$ cat src/rtl/cpl_write_engine_if.sv
// Bundle of every handshake/bus signal around the completion write engine.
// The master modport is the engine's view; slave is the view of its peers (mux, queue manager, DMA).
interface cpl_write_engine_if #(
  parameter int SELECT_WIDTH      = 2,
  parameter int QUEUE_INDEX_WIDTH = 13,
  parameter int REQ_TAG_WIDTH     = 7,
  parameter int OP_TAG_WIDTH      = 8,
  parameter int DMA_ADDR_WIDTH    = 64,
  parameter int CPL_SIZE          = 32
);
  logic [SELECT_WIDTH-1:0]      s_axis_req_sel;
  logic [QUEUE_INDEX_WIDTH-1:0] s_axis_req_queue;
  logic [REQ_TAG_WIDTH-1:0]     s_axis_req_tag;
  logic [CPL_SIZE*8-1:0]        s_axis_req_data;
  logic                         s_axis_req_valid;
  logic                         s_axis_req_ready;

  logic [REQ_TAG_WIDTH-1:0]     m_axis_req_status_tag;
  logic                         m_axis_req_status_full;
  logic                         m_axis_req_status_error;
  logic                         m_axis_req_status_valid;

  logic [SELECT_WIDTH-1:0]      m_axis_cpl_enqueue_req_sel;
  logic [QUEUE_INDEX_WIDTH-1:0] m_axis_cpl_enqueue_req_queue;
  logic [REQ_TAG_WIDTH-1:0]     m_axis_cpl_enqueue_req_tag;
  logic                         m_axis_cpl_enqueue_req_valid;
  logic                         m_axis_cpl_enqueue_req_ready;

  logic [DMA_ADDR_WIDTH-1:0]    s_axis_cpl_enqueue_resp_addr;
  logic [REQ_TAG_WIDTH-1:0]     s_axis_cpl_enqueue_resp_tag;
  logic [OP_TAG_WIDTH-1:0]      s_axis_cpl_enqueue_resp_op_tag;
  logic                         s_axis_cpl_enqueue_resp_full;
  logic                         s_axis_cpl_enqueue_resp_error;
  logic                         s_axis_cpl_enqueue_resp_valid;
  logic                         s_axis_cpl_enqueue_resp_ready;

  logic [OP_TAG_WIDTH-1:0]      m_axis_cpl_enqueue_commit_op_tag;
  logic                         m_axis_cpl_enqueue_commit_valid;
  logic                         m_axis_cpl_enqueue_commit_ready;

  logic [DMA_ADDR_WIDTH-1:0]    m_axis_dma_write_desc_addr;
  logic [CPL_SIZE*8-1:0]        m_axis_dma_write_desc_data;
  logic [REQ_TAG_WIDTH-1:0]     m_axis_dma_write_desc_tag;
  logic                         m_axis_dma_write_desc_valid;
  logic                         m_axis_dma_write_desc_ready;

  logic [REQ_TAG_WIDTH-1:0]     s_axis_dma_write_desc_status_tag;
  logic                         s_axis_dma_write_desc_status_error;
  logic                         s_axis_dma_write_desc_status_valid;

  modport master (
    input  s_axis_req_sel, s_axis_req_queue, s_axis_req_tag, s_axis_req_data, s_axis_req_valid,
    output s_axis_req_ready,
    output m_axis_req_status_tag, m_axis_req_status_full, m_axis_req_status_error, m_axis_req_status_valid,
    output m_axis_cpl_enqueue_req_sel, m_axis_cpl_enqueue_req_queue, m_axis_cpl_enqueue_req_tag,
    output m_axis_cpl_enqueue_req_valid,
    input  m_axis_cpl_enqueue_req_ready,
    input  s_axis_cpl_enqueue_resp_addr, s_axis_cpl_enqueue_resp_tag, s_axis_cpl_enqueue_resp_op_tag,
    input  s_axis_cpl_enqueue_resp_full, s_axis_cpl_enqueue_resp_error, s_axis_cpl_enqueue_resp_valid,
    output s_axis_cpl_enqueue_resp_ready,
    output m_axis_cpl_enqueue_commit_op_tag, m_axis_cpl_enqueue_commit_valid,
    input  m_axis_cpl_enqueue_commit_ready,
    output m_axis_dma_write_desc_addr, m_axis_dma_write_desc_data, m_axis_dma_write_desc_tag,
    output m_axis_dma_write_desc_valid,
    input  m_axis_dma_write_desc_ready,
    input  s_axis_dma_write_desc_status_tag, s_axis_dma_write_desc_status_error,
    input  s_axis_dma_write_desc_status_valid
  );

  modport slave (
    output s_axis_req_sel, s_axis_req_queue, s_axis_req_tag, s_axis_req_data, s_axis_req_valid,
    input  s_axis_req_ready,
    input  m_axis_req_status_tag, m_axis_req_status_full, m_axis_req_status_error, m_axis_req_status_valid,
    input  m_axis_cpl_enqueue_req_sel, m_axis_cpl_enqueue_req_queue, m_axis_cpl_enqueue_req_tag,
    input  m_axis_cpl_enqueue_req_valid,
    output m_axis_cpl_enqueue_req_ready,
    output s_axis_cpl_enqueue_resp_addr, s_axis_cpl_enqueue_resp_tag, s_axis_cpl_enqueue_resp_op_tag,
    output s_axis_cpl_enqueue_resp_full, s_axis_cpl_enqueue_resp_error, s_axis_cpl_enqueue_resp_valid,
    input  s_axis_cpl_enqueue_resp_ready,
    input  m_axis_cpl_enqueue_commit_op_tag, m_axis_cpl_enqueue_commit_valid,
    output m_axis_cpl_enqueue_commit_ready,
    input  m_axis_dma_write_desc_addr, m_axis_dma_write_desc_data, m_axis_dma_write_desc_tag,
    input  m_axis_dma_write_desc_valid,
    output m_axis_dma_write_desc_ready,
    output s_axis_dma_write_desc_status_tag, s_axis_dma_write_desc_status_error,
    output s_axis_dma_write_desc_status_valid
  );
endinterface

$ cat src/rtl/cpl_write_engine.sv
// Single-outstanding completion write engine: reserve a queue slot, DMA the record
// to host memory, commit the slot, then return one status pulse per accepted request.
module cpl_write_engine #(
  parameter int SELECT_WIDTH      = 2,
  parameter int QUEUE_INDEX_WIDTH = 13,
  parameter int REQ_TAG_WIDTH     = 7,
  parameter int OP_TAG_WIDTH      = 8,
  parameter int DMA_ADDR_WIDTH    = 64,
  parameter int CPL_SIZE          = 32
) (
  input logic                clk,
  input logic                rst_n,
  cpl_write_engine_if.master bus
);

  typedef enum logic [2:0] {
    IDLE,
    ENQ_REQ,
    ENQ_RESP,
    DMA_REQ,
    DMA_WAIT,
    COMMIT,
    STATUS
  } state_t;

  state_t state;

  logic req_ready;
  logic enq_req_valid;
  logic enq_resp_ready;
  logic dma_desc_valid;
  logic commit_valid;
  logic status_valid;
  logic status_full;
  logic status_error;

  logic [SELECT_WIDTH-1:0]      sel_q;
  logic [QUEUE_INDEX_WIDTH-1:0] queue_q;
  logic [REQ_TAG_WIDTH-1:0]     tag_q;
  logic [CPL_SIZE*8-1:0]        data_q;
  logic [DMA_ADDR_WIDTH-1:0]    addr_q;
  logic [OP_TAG_WIDTH-1:0]      op_tag_q;

  // The queue manager echoes our request tag, but with one request in flight it carries no information.
  logic unused_resp_tag;
  assign unused_resp_tag = ^bus.s_axis_cpl_enqueue_resp_tag;

  always_ff @(posedge clk or negedge rst_n) begin
    if (!rst_n) begin
      state          <= IDLE;
      req_ready      <= 1'b0;
      enq_req_valid  <= 1'b0;
      enq_resp_ready <= 1'b0;
      dma_desc_valid <= 1'b0;
      commit_valid   <= 1'b0;
      status_valid   <= 1'b0;
      status_full    <= 1'b0;
      status_error   <= 1'b0;
      sel_q          <= '0;
      queue_q        <= '0;
      tag_q          <= '0;
      data_q         <= '0;
      addr_q         <= '0;
      op_tag_q       <= '0;
    end else begin
      case (state)
        IDLE: begin
          req_ready <= 1'b1;
          if (req_ready && bus.s_axis_req_valid) begin
            sel_q         <= bus.s_axis_req_sel;
            queue_q       <= bus.s_axis_req_queue;
            tag_q         <= bus.s_axis_req_tag;
            data_q        <= bus.s_axis_req_data;
            status_full   <= 1'b0;
            status_error  <= 1'b0;
            req_ready     <= 1'b0;
            enq_req_valid <= 1'b1;
            state         <= ENQ_REQ;
          end
        end
        ENQ_REQ: begin
          if (bus.m_axis_cpl_enqueue_req_ready) begin
            enq_req_valid  <= 1'b0;
            enq_resp_ready <= 1'b1;
            state          <= ENQ_RESP;
          end
        end
        ENQ_RESP: begin
          if (bus.s_axis_cpl_enqueue_resp_valid) begin
            enq_resp_ready <= 1'b0;
            addr_q         <= bus.s_axis_cpl_enqueue_resp_addr;
            op_tag_q       <= bus.s_axis_cpl_enqueue_resp_op_tag;
            // An error means no slot was reserved, so it outranks a simultaneous full flag.
            if (bus.s_axis_cpl_enqueue_resp_error) begin
              status_full  <= 1'b0;
              status_error <= 1'b1;
              state        <= STATUS;
            end else if (bus.s_axis_cpl_enqueue_resp_full) begin
              status_full  <= 1'b1;
              status_error <= 1'b0;
              state        <= STATUS;
            end else begin
              dma_desc_valid <= 1'b1;
              state          <= DMA_REQ;
            end
          end
        end
        DMA_REQ: begin
          if (bus.m_axis_dma_write_desc_ready) begin
            dma_desc_valid <= 1'b0;
            state          <= DMA_WAIT;
          end
        end
        DMA_WAIT: begin
          if (bus.s_axis_dma_write_desc_status_valid &&
              bus.s_axis_dma_write_desc_status_tag == tag_q) begin
            status_full  <= 1'b0;
            status_error <= bus.s_axis_dma_write_desc_status_error;
            commit_valid <= 1'b1;
            state        <= COMMIT;
          end
        end
        COMMIT: begin
          if (bus.m_axis_cpl_enqueue_commit_ready) begin
            commit_valid <= 1'b0;
            state        <= STATUS;
          end
        end
        STATUS: begin
          // First cycle raises the pulse, second drops it and reopens the request port.
          if (!status_valid) begin
            status_valid <= 1'b1;
          end else begin
            status_valid <= 1'b0;
            req_ready    <= 1'b1;
            state        <= IDLE;
          end
        end
        default: begin
          state <= IDLE;
        end
      endcase
    end
  end

  assign bus.s_axis_req_ready                 = req_ready;
  assign bus.m_axis_req_status_tag            = tag_q;
  assign bus.m_axis_req_status_full           = status_full;
  assign bus.m_axis_req_status_error          = status_error;
  assign bus.m_axis_req_status_valid          = status_valid;
  assign bus.m_axis_cpl_enqueue_req_sel       = sel_q;
  assign bus.m_axis_cpl_enqueue_req_queue     = queue_q;
  assign bus.m_axis_cpl_enqueue_req_tag       = tag_q;
  assign bus.m_axis_cpl_enqueue_req_valid     = enq_req_valid;
  assign bus.s_axis_cpl_enqueue_resp_ready    = enq_resp_ready;
  assign bus.m_axis_cpl_enqueue_commit_op_tag = op_tag_q;
  assign bus.m_axis_cpl_enqueue_commit_valid  = commit_valid;
  assign bus.m_axis_dma_write_desc_addr       = addr_q;
  assign bus.m_axis_dma_write_desc_data       = data_q;
  assign bus.m_axis_dma_write_desc_tag        = tag_q;
  assign bus.m_axis_dma_write_desc_valid      = dma_desc_valid;

endmodule

$ cat src/flat_wrapper.sv
// flat-port wrapper written by rule: the top's interface ports become plain ports
module cpl_write_engine_flat 
#(
  parameter int SELECT_WIDTH      = 2,
  parameter int QUEUE_INDEX_WIDTH = 13,
  parameter int REQ_TAG_WIDTH     = 7,
  parameter int OP_TAG_WIDTH      = 8,
  parameter int DMA_ADDR_WIDTH    = 64,
  parameter int CPL_SIZE          = 32
)
  (clk, rst_n, bus_s_axis_req_sel, bus_s_axis_req_queue, bus_s_axis_req_tag, bus_s_axis_req_data, bus_s_axis_req_valid, bus_s_axis_req_ready, bus_m_axis_req_status_tag, bus_m_axis_req_status_full, bus_m_axis_req_status_error, bus_m_axis_req_status_valid, bus_m_axis_cpl_enqueue_req_sel, bus_m_axis_cpl_enqueue_req_queue, bus_m_axis_cpl_enqueue_req_tag, bus_m_axis_cpl_enqueue_req_valid, bus_m_axis_cpl_enqueue_req_ready, bus_s_axis_cpl_enqueue_resp_addr, bus_s_axis_cpl_enqueue_resp_tag, bus_s_axis_cpl_enqueue_resp_op_tag, bus_s_axis_cpl_enqueue_resp_full, bus_s_axis_cpl_enqueue_resp_error, bus_s_axis_cpl_enqueue_resp_valid, bus_s_axis_cpl_enqueue_resp_ready, bus_m_axis_cpl_enqueue_commit_op_tag, bus_m_axis_cpl_enqueue_commit_valid, bus_m_axis_cpl_enqueue_commit_ready, bus_m_axis_dma_write_desc_addr, bus_m_axis_dma_write_desc_data, bus_m_axis_dma_write_desc_tag, bus_m_axis_dma_write_desc_valid, bus_m_axis_dma_write_desc_ready, bus_s_axis_dma_write_desc_status_tag, bus_s_axis_dma_write_desc_status_error, bus_s_axis_dma_write_desc_status_valid);
  cpl_write_engine_if #(.SELECT_WIDTH(SELECT_WIDTH), .QUEUE_INDEX_WIDTH(QUEUE_INDEX_WIDTH), .REQ_TAG_WIDTH(REQ_TAG_WIDTH), .OP_TAG_WIDTH(OP_TAG_WIDTH), .DMA_ADDR_WIDTH(DMA_ADDR_WIDTH), .CPL_SIZE(CPL_SIZE)) bus_i ();
  input logic clk;
  input logic rst_n;
  input wire logic [$bits(bus_i.s_axis_req_sel)-1:0] bus_s_axis_req_sel;
  input wire logic [$bits(bus_i.s_axis_req_queue)-1:0] bus_s_axis_req_queue;
  input wire logic [$bits(bus_i.s_axis_req_tag)-1:0] bus_s_axis_req_tag;
  input wire logic [$bits(bus_i.s_axis_req_data)-1:0] bus_s_axis_req_data;
  input wire logic [$bits(bus_i.s_axis_req_valid)-1:0] bus_s_axis_req_valid;
  output wire logic [$bits(bus_i.s_axis_req_ready)-1:0] bus_s_axis_req_ready;
  output wire logic [$bits(bus_i.m_axis_req_status_tag)-1:0] bus_m_axis_req_status_tag;
  output wire logic [$bits(bus_i.m_axis_req_status_full)-1:0] bus_m_axis_req_status_full;
  output wire logic [$bits(bus_i.m_axis_req_status_error)-1:0] bus_m_axis_req_status_error;
  output wire logic [$bits(bus_i.m_axis_req_status_valid)-1:0] bus_m_axis_req_status_valid;
  output wire logic [$bits(bus_i.m_axis_cpl_enqueue_req_sel)-1:0] bus_m_axis_cpl_enqueue_req_sel;
  output wire logic [$bits(bus_i.m_axis_cpl_enqueue_req_queue)-1:0] bus_m_axis_cpl_enqueue_req_queue;
  output wire logic [$bits(bus_i.m_axis_cpl_enqueue_req_tag)-1:0] bus_m_axis_cpl_enqueue_req_tag;
  output wire logic [$bits(bus_i.m_axis_cpl_enqueue_req_valid)-1:0] bus_m_axis_cpl_enqueue_req_valid;
  input wire logic [$bits(bus_i.m_axis_cpl_enqueue_req_ready)-1:0] bus_m_axis_cpl_enqueue_req_ready;
  input wire logic [$bits(bus_i.s_axis_cpl_enqueue_resp_addr)-1:0] bus_s_axis_cpl_enqueue_resp_addr;
  input wire logic [$bits(bus_i.s_axis_cpl_enqueue_resp_tag)-1:0] bus_s_axis_cpl_enqueue_resp_tag;
  input wire logic [$bits(bus_i.s_axis_cpl_enqueue_resp_op_tag)-1:0] bus_s_axis_cpl_enqueue_resp_op_tag;
  input wire logic [$bits(bus_i.s_axis_cpl_enqueue_resp_full)-1:0] bus_s_axis_cpl_enqueue_resp_full;
  input wire logic [$bits(bus_i.s_axis_cpl_enqueue_resp_error)-1:0] bus_s_axis_cpl_enqueue_resp_error;
  input wire logic [$bits(bus_i.s_axis_cpl_enqueue_resp_valid)-1:0] bus_s_axis_cpl_enqueue_resp_valid;
  output wire logic [$bits(bus_i.s_axis_cpl_enqueue_resp_ready)-1:0] bus_s_axis_cpl_enqueue_resp_ready;
  output wire logic [$bits(bus_i.m_axis_cpl_enqueue_commit_op_tag)-1:0] bus_m_axis_cpl_enqueue_commit_op_tag;
  output wire logic [$bits(bus_i.m_axis_cpl_enqueue_commit_valid)-1:0] bus_m_axis_cpl_enqueue_commit_valid;
  input wire logic [$bits(bus_i.m_axis_cpl_enqueue_commit_ready)-1:0] bus_m_axis_cpl_enqueue_commit_ready;
  output wire logic [$bits(bus_i.m_axis_dma_write_desc_addr)-1:0] bus_m_axis_dma_write_desc_addr;
  output wire logic [$bits(bus_i.m_axis_dma_write_desc_data)-1:0] bus_m_axis_dma_write_desc_data;
  output wire logic [$bits(bus_i.m_axis_dma_write_desc_tag)-1:0] bus_m_axis_dma_write_desc_tag;
  output wire logic [$bits(bus_i.m_axis_dma_write_desc_valid)-1:0] bus_m_axis_dma_write_desc_valid;
  input wire logic [$bits(bus_i.m_axis_dma_write_desc_ready)-1:0] bus_m_axis_dma_write_desc_ready;
  input wire logic [$bits(bus_i.s_axis_dma_write_desc_status_tag)-1:0] bus_s_axis_dma_write_desc_status_tag;
  input wire logic [$bits(bus_i.s_axis_dma_write_desc_status_error)-1:0] bus_s_axis_dma_write_desc_status_error;
  input wire logic [$bits(bus_i.s_axis_dma_write_desc_status_valid)-1:0] bus_s_axis_dma_write_desc_status_valid;
  assign bus_i.s_axis_req_sel = bus_s_axis_req_sel;
  assign bus_i.s_axis_req_queue = bus_s_axis_req_queue;
  assign bus_i.s_axis_req_tag = bus_s_axis_req_tag;
  assign bus_i.s_axis_req_data = bus_s_axis_req_data;
  assign bus_i.s_axis_req_valid = bus_s_axis_req_valid;
  assign bus_s_axis_req_ready = bus_i.s_axis_req_ready;
  assign bus_m_axis_req_status_tag = bus_i.m_axis_req_status_tag;
  assign bus_m_axis_req_status_full = bus_i.m_axis_req_status_full;
  assign bus_m_axis_req_status_error = bus_i.m_axis_req_status_error;
  assign bus_m_axis_req_status_valid = bus_i.m_axis_req_status_valid;
  assign bus_m_axis_cpl_enqueue_req_sel = bus_i.m_axis_cpl_enqueue_req_sel;
  assign bus_m_axis_cpl_enqueue_req_queue = bus_i.m_axis_cpl_enqueue_req_queue;
  assign bus_m_axis_cpl_enqueue_req_tag = bus_i.m_axis_cpl_enqueue_req_tag;
  assign bus_m_axis_cpl_enqueue_req_valid = bus_i.m_axis_cpl_enqueue_req_valid;
  assign bus_i.m_axis_cpl_enqueue_req_ready = bus_m_axis_cpl_enqueue_req_ready;
  assign bus_i.s_axis_cpl_enqueue_resp_addr = bus_s_axis_cpl_enqueue_resp_addr;
  assign bus_i.s_axis_cpl_enqueue_resp_tag = bus_s_axis_cpl_enqueue_resp_tag;
  assign bus_i.s_axis_cpl_enqueue_resp_op_tag = bus_s_axis_cpl_enqueue_resp_op_tag;
  assign bus_i.s_axis_cpl_enqueue_resp_full = bus_s_axis_cpl_enqueue_resp_full;
  assign bus_i.s_axis_cpl_enqueue_resp_error = bus_s_axis_cpl_enqueue_resp_error;
  assign bus_i.s_axis_cpl_enqueue_resp_valid = bus_s_axis_cpl_enqueue_resp_valid;
  assign bus_s_axis_cpl_enqueue_resp_ready = bus_i.s_axis_cpl_enqueue_resp_ready;
  assign bus_m_axis_cpl_enqueue_commit_op_tag = bus_i.m_axis_cpl_enqueue_commit_op_tag;
  assign bus_m_axis_cpl_enqueue_commit_valid = bus_i.m_axis_cpl_enqueue_commit_valid;
  assign bus_i.m_axis_cpl_enqueue_commit_ready = bus_m_axis_cpl_enqueue_commit_ready;
  assign bus_m_axis_dma_write_desc_addr = bus_i.m_axis_dma_write_desc_addr;
  assign bus_m_axis_dma_write_desc_data = bus_i.m_axis_dma_write_desc_data;
  assign bus_m_axis_dma_write_desc_tag = bus_i.m_axis_dma_write_desc_tag;
  assign bus_m_axis_dma_write_desc_valid = bus_i.m_axis_dma_write_desc_valid;
  assign bus_i.m_axis_dma_write_desc_ready = bus_m_axis_dma_write_desc_ready;
  assign bus_i.s_axis_dma_write_desc_status_tag = bus_s_axis_dma_write_desc_status_tag;
  assign bus_i.s_axis_dma_write_desc_status_error = bus_s_axis_dma_write_desc_status_error;
  assign bus_i.s_axis_dma_write_desc_status_valid = bus_s_axis_dma_write_desc_status_valid;
  cpl_write_engine #(.SELECT_WIDTH(SELECT_WIDTH), .QUEUE_INDEX_WIDTH(QUEUE_INDEX_WIDTH), .REQ_TAG_WIDTH(REQ_TAG_WIDTH), .OP_TAG_WIDTH(OP_TAG_WIDTH), .DMA_ADDR_WIDTH(DMA_ADDR_WIDTH), .CPL_SIZE(CPL_SIZE)) u_core (.clk(clk), .rst_n(rst_n), .bus(bus_i));
endmodule
$ cat config.mk
export PLATFORM = sky130hd
export DESIGN_NAME = cpl_write_engine_flat
export DESIGN_NICKNAME = d
export VERILOG_FILES = /design/src/rtl/cpl_write_engine_if.sv /design/src/rtl/cpl_write_engine.sv /design/src/flat_wrapper.sv
export SDC_FILE = /design/constraint.sdc
export NUM_CORES = 1
export LEC_CHECK = 0
export CORE_AREA = 3 3 287 289
export DETAILED_ROUTE_END_ITERATION = 6
export DIE_AREA = 0 0 290 292
export PLACE_DENSITY = 0.52
export SETUP_SLACK_MARGIN = 0.1
export SYNTH_ARGS = -nofsm -noshare
export SYNTH_HDL_FRONTEND = slang
export SYNTH_SLANG_ARGS = --single-unit
export TNS_END_PERCENT = 20
$ cat constraint.sdc
create_clock -name clk -period 4.5 [get_ports clk]
set_input_delay 0.45 -clock clk [delete_from_list [all_inputs] [get_ports clk]]
set_output_delay 0.45 -clock clk [all_outputs]
set_load 0.02 [all_outputs]
-- Yosys cells after proc, flatten, opt, wreduce, memory -nomap -nowiden
Index checks and enable logic that the tools add are counted.
- equality and inequality tests: 17
- mux-type cells: 39
- reductions and logical operators: 18
- operators by type and width (operator ; count):
    3-bit 2-to-1 mux ; 9
    1-bit 2-to-1 mux ; 22
    3-bit case mux with 7 select lines ; 1
    2-bit inequality test (second input constant) ; 6
    1-bit case mux with 2 select lines ; 5
    5-bit AND reduction ; 2
    2-bit nonzero test ; 5
    3-bit == test (second input constant) ; 3
    3-bit AND reduction ; 3
    7-bit == test ; 1
    7-bit AND reduction ; 1
    3-bit by 2-bit == test with 1-bit output (second input constant) ; 2
    2-bit by 1-bit inequality test with 1-bit output (second input constant) ; 3
    1-bit case mux with 3 select lines ; 2
    2-bit AND reduction ; 3
    3-bit by 1-bit == test with 1-bit output (second input constant) ; 1
    3-bit logical NOT ; 1
    3-bit inequality test (second input constant) ; 1
    3-bit nonzero test ; 1
    1-bit logical AND ; 2
- register bits: 361
- logic and storage cells: 89

-- Depth between registers and ports, before layout
- depth after elaboration: 4
- gate-level depth with buffers: 6
- gate-level depth less buffers: 4

-- Worst setup path before layout
No wires, ideal clock.
- kind: register to register
- start point: reg u_core.state[2]
- end point: reg u_core.data_q[247], in the netlist u_core.bus.m_axis_dma_write_desc_data[247]
- data arrival time: 1.518 ns
- required time: 4.373 ns
- path slack: 2.854 ns
- cell stages (with the launch flop): 7
- path buffers: 4
- period minus slack after synthesis: 1.646 ns
- cells stage by stage: dfrtp_1 -> buf_2 -> nor4_1 -> buf_4 -> buf_12 -> buf_6 -> mux2_1
- cells in the longest elaborated chain, start to end: 2
- ends and longest elaborated chain (what ; RTL line ; source):
    start: declaration ; cpl_write_engine.sv:26 ; state_t state;
    start signal: assignment ; cpl_write_engine.sv:50 ; state <= IDLE;
    start signal: assignment ; cpl_write_engine.sv:78 ; state <= ENQ_REQ;
    start signal: assignment ; cpl_write_engine.sv:85 ; state <= ENQ_RESP;
    3-bit logical NOT ; cpl_write_engine.sv:66 ; case (state)
    2-bit AND reduction (no line) ; n/a ;
    end signal: assignment ; cpl_write_engine.sv:73 ; data_q <= bus.s_axis_req_data;
    end: declaration ; cpl_write_engine.sv:40 ; logic [CPL_SIZE*8-1:0] data_q;
Every way passes these cells.
A chain may end at the register's enable or synchronous reset.

-- Worst setup path in the final report
- start point: reg u_core.state[1]
- end point: reg u_core.data_q[121], in the netlist u_core.bus.m_axis_dma_write_desc_data[121]
The elaborated chain is that of the path after synthesis.

==> out/results.tsv <==
metric	value	unit
status	finished clean	
max_slew headroom	36.62	%
cells along the critical path	nor4_2, buf_12, buf_12, mux2_1	
Routed Antenna Nets	0	
initial antenna violation count	4	
Seq/Total Area, Yosys	64.58	%
Die Y	292	um
final worst-path cycle share	56.14	%
critical path class	flip-flop to flip-flop	
most frequent CP cell	buf_12	
Worst-Margin Slew	0.9507	ns
DR iter-0 viols	255	
critical path required time	4.93	ns
clk_skew	0.01568	ns
synth unique cells	37	
Ports	747	
Post-CTS Setup Repair Bufs	0	
CTS Buffer Depth	3	
Max Fclk	395.8	MHz
DRC Markers	0	
dpl cells	2590	
Routed WL per cell	18.03	um
Die W	290	um
first-pass GRT wire length	71.35	mm
GPL Wtd Cong	0.7739	
Yosys reg bits	361	
hold buffer count at CTS	0	
Post-Route WL	48.06	mm
RSZ-0062 raised after global routing	false	
fraction of layout cells with a size suffix above 1	14.28	%
number of global-route vias before repair	10840	
CP max stage cell	dfrtp_1	
CTS tree	done	
Post-Syn Area per Cell	16.75	um^2
Critical Path Source Type	flip-flop	
mapped cell area	13990	um^2
Starting Density	17.45	%
die footprint	84680	um^2
grt ovf	0	
arrival time worst endpoint	2.95	ns
first drt pass iteration count	4	
Finished Core Util	29.58	%
minimum clock period	2.526	ns
Yosys warning count	0	
Setup Viol. Count Final	0	
number of fill cells	8133	
Cells after Synth	835	
post-DP HPWL	37.01	mm
maximum vdd ir drop	358.0	uV
Sequential cell area	9034	um^2
min-delay worst type	primary input to asynchronous set/reset pin	
root buf cell	clkbuf_16	
TritonCTS buffer count	43	
Via Count	9804	
CP endpoint kind	flip-flop	
vias per inst	3.679	
Multi-input gate area	4374	um^2
pin count of the biggest net entering global routing	135	
total chip power	0.01800	W
Final Max Tran Viols	0	
final worst-path setup slack	1.974	ns
Final TNS setup	0	ns
most common cell after layout, fill and taps aside	clkdlybuf4s50_1	
final net count	1950	
Max FO, Critical Path	134	
leakage power	9.498	nW
num rows	104	
syn_nets	1210	
# clock sinks	361	
commonest cells after routing, fill and taps aside	clkdlybuf4s50_1 (738), dfrtp_1 (361), mux2_1 (204)	
PD cells	759.3	nW/um^2
CTS resizes	0	
Setup WS pre-CTS	1.705	ns
maxcap violations	0	
core area	80160	um^2
# port buffers	739	
Final Hold Vio Count	0	
area grow syn2layout	69.51	%
Worst-Skew Late Latency	0.56	ns
number of H-tree levels	2	
GR Util All Layers	10.93	%
Post-Layout Cell Count	2665	
clk slew on worst S/H paths	0.06	ns
max incr delay on CP	0.56	ns
[Yosys cell counts (all sizes together)]
master,instances,share of area [%]
a2111oi,1,0.063
a211o,1,0.063
a211oi,3,0.16
a21bo,1,0.072
a21boi,1,0.054
a21o,1,0.054
a21oi,5,0.18
a22o,1,0.063
a31o,1,0.063
a31oi,6,0.27
and2,1,0.045
and2b,1,0.054
and4,1,0.063
buf,55,4.1
clkbuf,2,0.054
dfrtp,361,65
inv,1,0.027
mux2,350,28
nand2,9,0.24
nand2b,3,0.13
nand3b,1,0.054
nand4,1,0.045
nor2,2,0.054
nor2b,5,0.22
nor3b,1,0.054
nor4,2,0.089
o21a,2,0.11
o21ai,6,0.21
o21ba,1,0.072
o31ai,1,0.054
xnor2,4,0.25
xor2,4,0.25
[final timing paths]
path | start | end | slack, ns | cells past startpoint
max | u_core.state[1] | u_core.bus.m_axis_dma_write_desc_data[121] | 1.97 | 4
min | rst_n | u_core.bus.m_axis_dma_write_desc_data[202] | 0.01 | 1
max reg2reg | u_core.state[1] | u_core.bus.m_axis_dma_write_desc_data[121] | 1.97 | 4
min reg2reg | u_core.bus.m_axis_dma_write_desc_data[242] | u_core.bus.m_axis_dma_write_desc_data[242] | 0.48 | 1
max in group asynchronous | rst_n | u_core.bus.m_axis_dma_write_desc_data[60] | 3.39 | 2
min in group clk | u_core.bus.m_axis_dma_write_desc_data[242] | u_core.bus.m_axis_dma_write_desc_data[242] | 0.48 | 1
[worst max-delay path: cells and delay by family, from the launching register on]
| family | cells | cell delay (ns) |
|---|---|---|
| mux | 1 | 0.40 |
| flops | 1 | 0.56 |
| simple gates | 1 | 0.44 |
| buf+inv | 2 | 0.79 |
[power breakdown]
part | total (W) | leakage, nW | switching [W] | internal (W)
sequential | 0.00589 | 4.30 | 0.000972 | 0.00492
combinational | 0.00865 | 4.51 | 0.00414 | 0.00452
clock | 0.00346 | 0.686 | 0.00138 | 0.00208
total | 0.0180 | 9.50 | 0.00649 | 0.0115
[cell families (layout without fill, tap and decap cells)]
family	after synthesis	count (layout)	share of synthesized area, %
DFF	361	361	64.58
AOI/OAI and AO/OA	31	31	1.485
muxes	350	350	28.18
and+or+nand+nor	27	27	1.056
buffers and inverters	58	827	4.204
other	0	1	0
xor gates and xnor gates	8	8	0.5008
[state kept, by name, summed over array words and instances (netlist names), 2 cells and up]
register,flops
u_core.bus.m_axis_cpl_enqueue_req_sel,2
u_core.bus.m_axis_dma_write_desc_data,256
u_core.state,3
u_core.bus.m_axis_cpl_enqueue_req_tag,7
u_core.bus.m_axis_cpl_enqueue_req_queue,13
u_core.bus.m_axis_dma_write_desc_addr,64
u_core.bus.m_axis_cpl_enqueue_commit_op_tag,8
[layout make-up]
class                      instances  share of cell area, %
sequential                       361                  38.10
timing repair buffer             752                  31.95
multi-input combinational        416                  18.45
tap                             1060                  5.593
clock buffer                      61                  5.208
clock inverter                    13                 0.6807
inverter                           1                0.01583
antenna                            1                0.01055
[layer usage]
metal / wire length (um) / vias to the layer above / GRT usage [%]
li1: - / 4433 / -
met3: 4471 / 66 / 4.487
met5: 0 / - / 0
met2: 25700 / 431 / 20.37
met4: 1158 / 0 / 3.233
met1: 16720 / 4874 / 11.13
[through the flow]
stage / instance area (um^2) / hold slack [ns]
6_report: 23710 / 0.01077
5_1_grt: 23710 / 0.06211
4_1_cts: 23710 / 0.02102
3_5_place_dp: 22310 / 0.4737
3_3_place_gp: 22310 / 0.4667
2_1_floorplan: 13990 / 0.1544
Note: power is estimated with default switching activity, not from simulation.
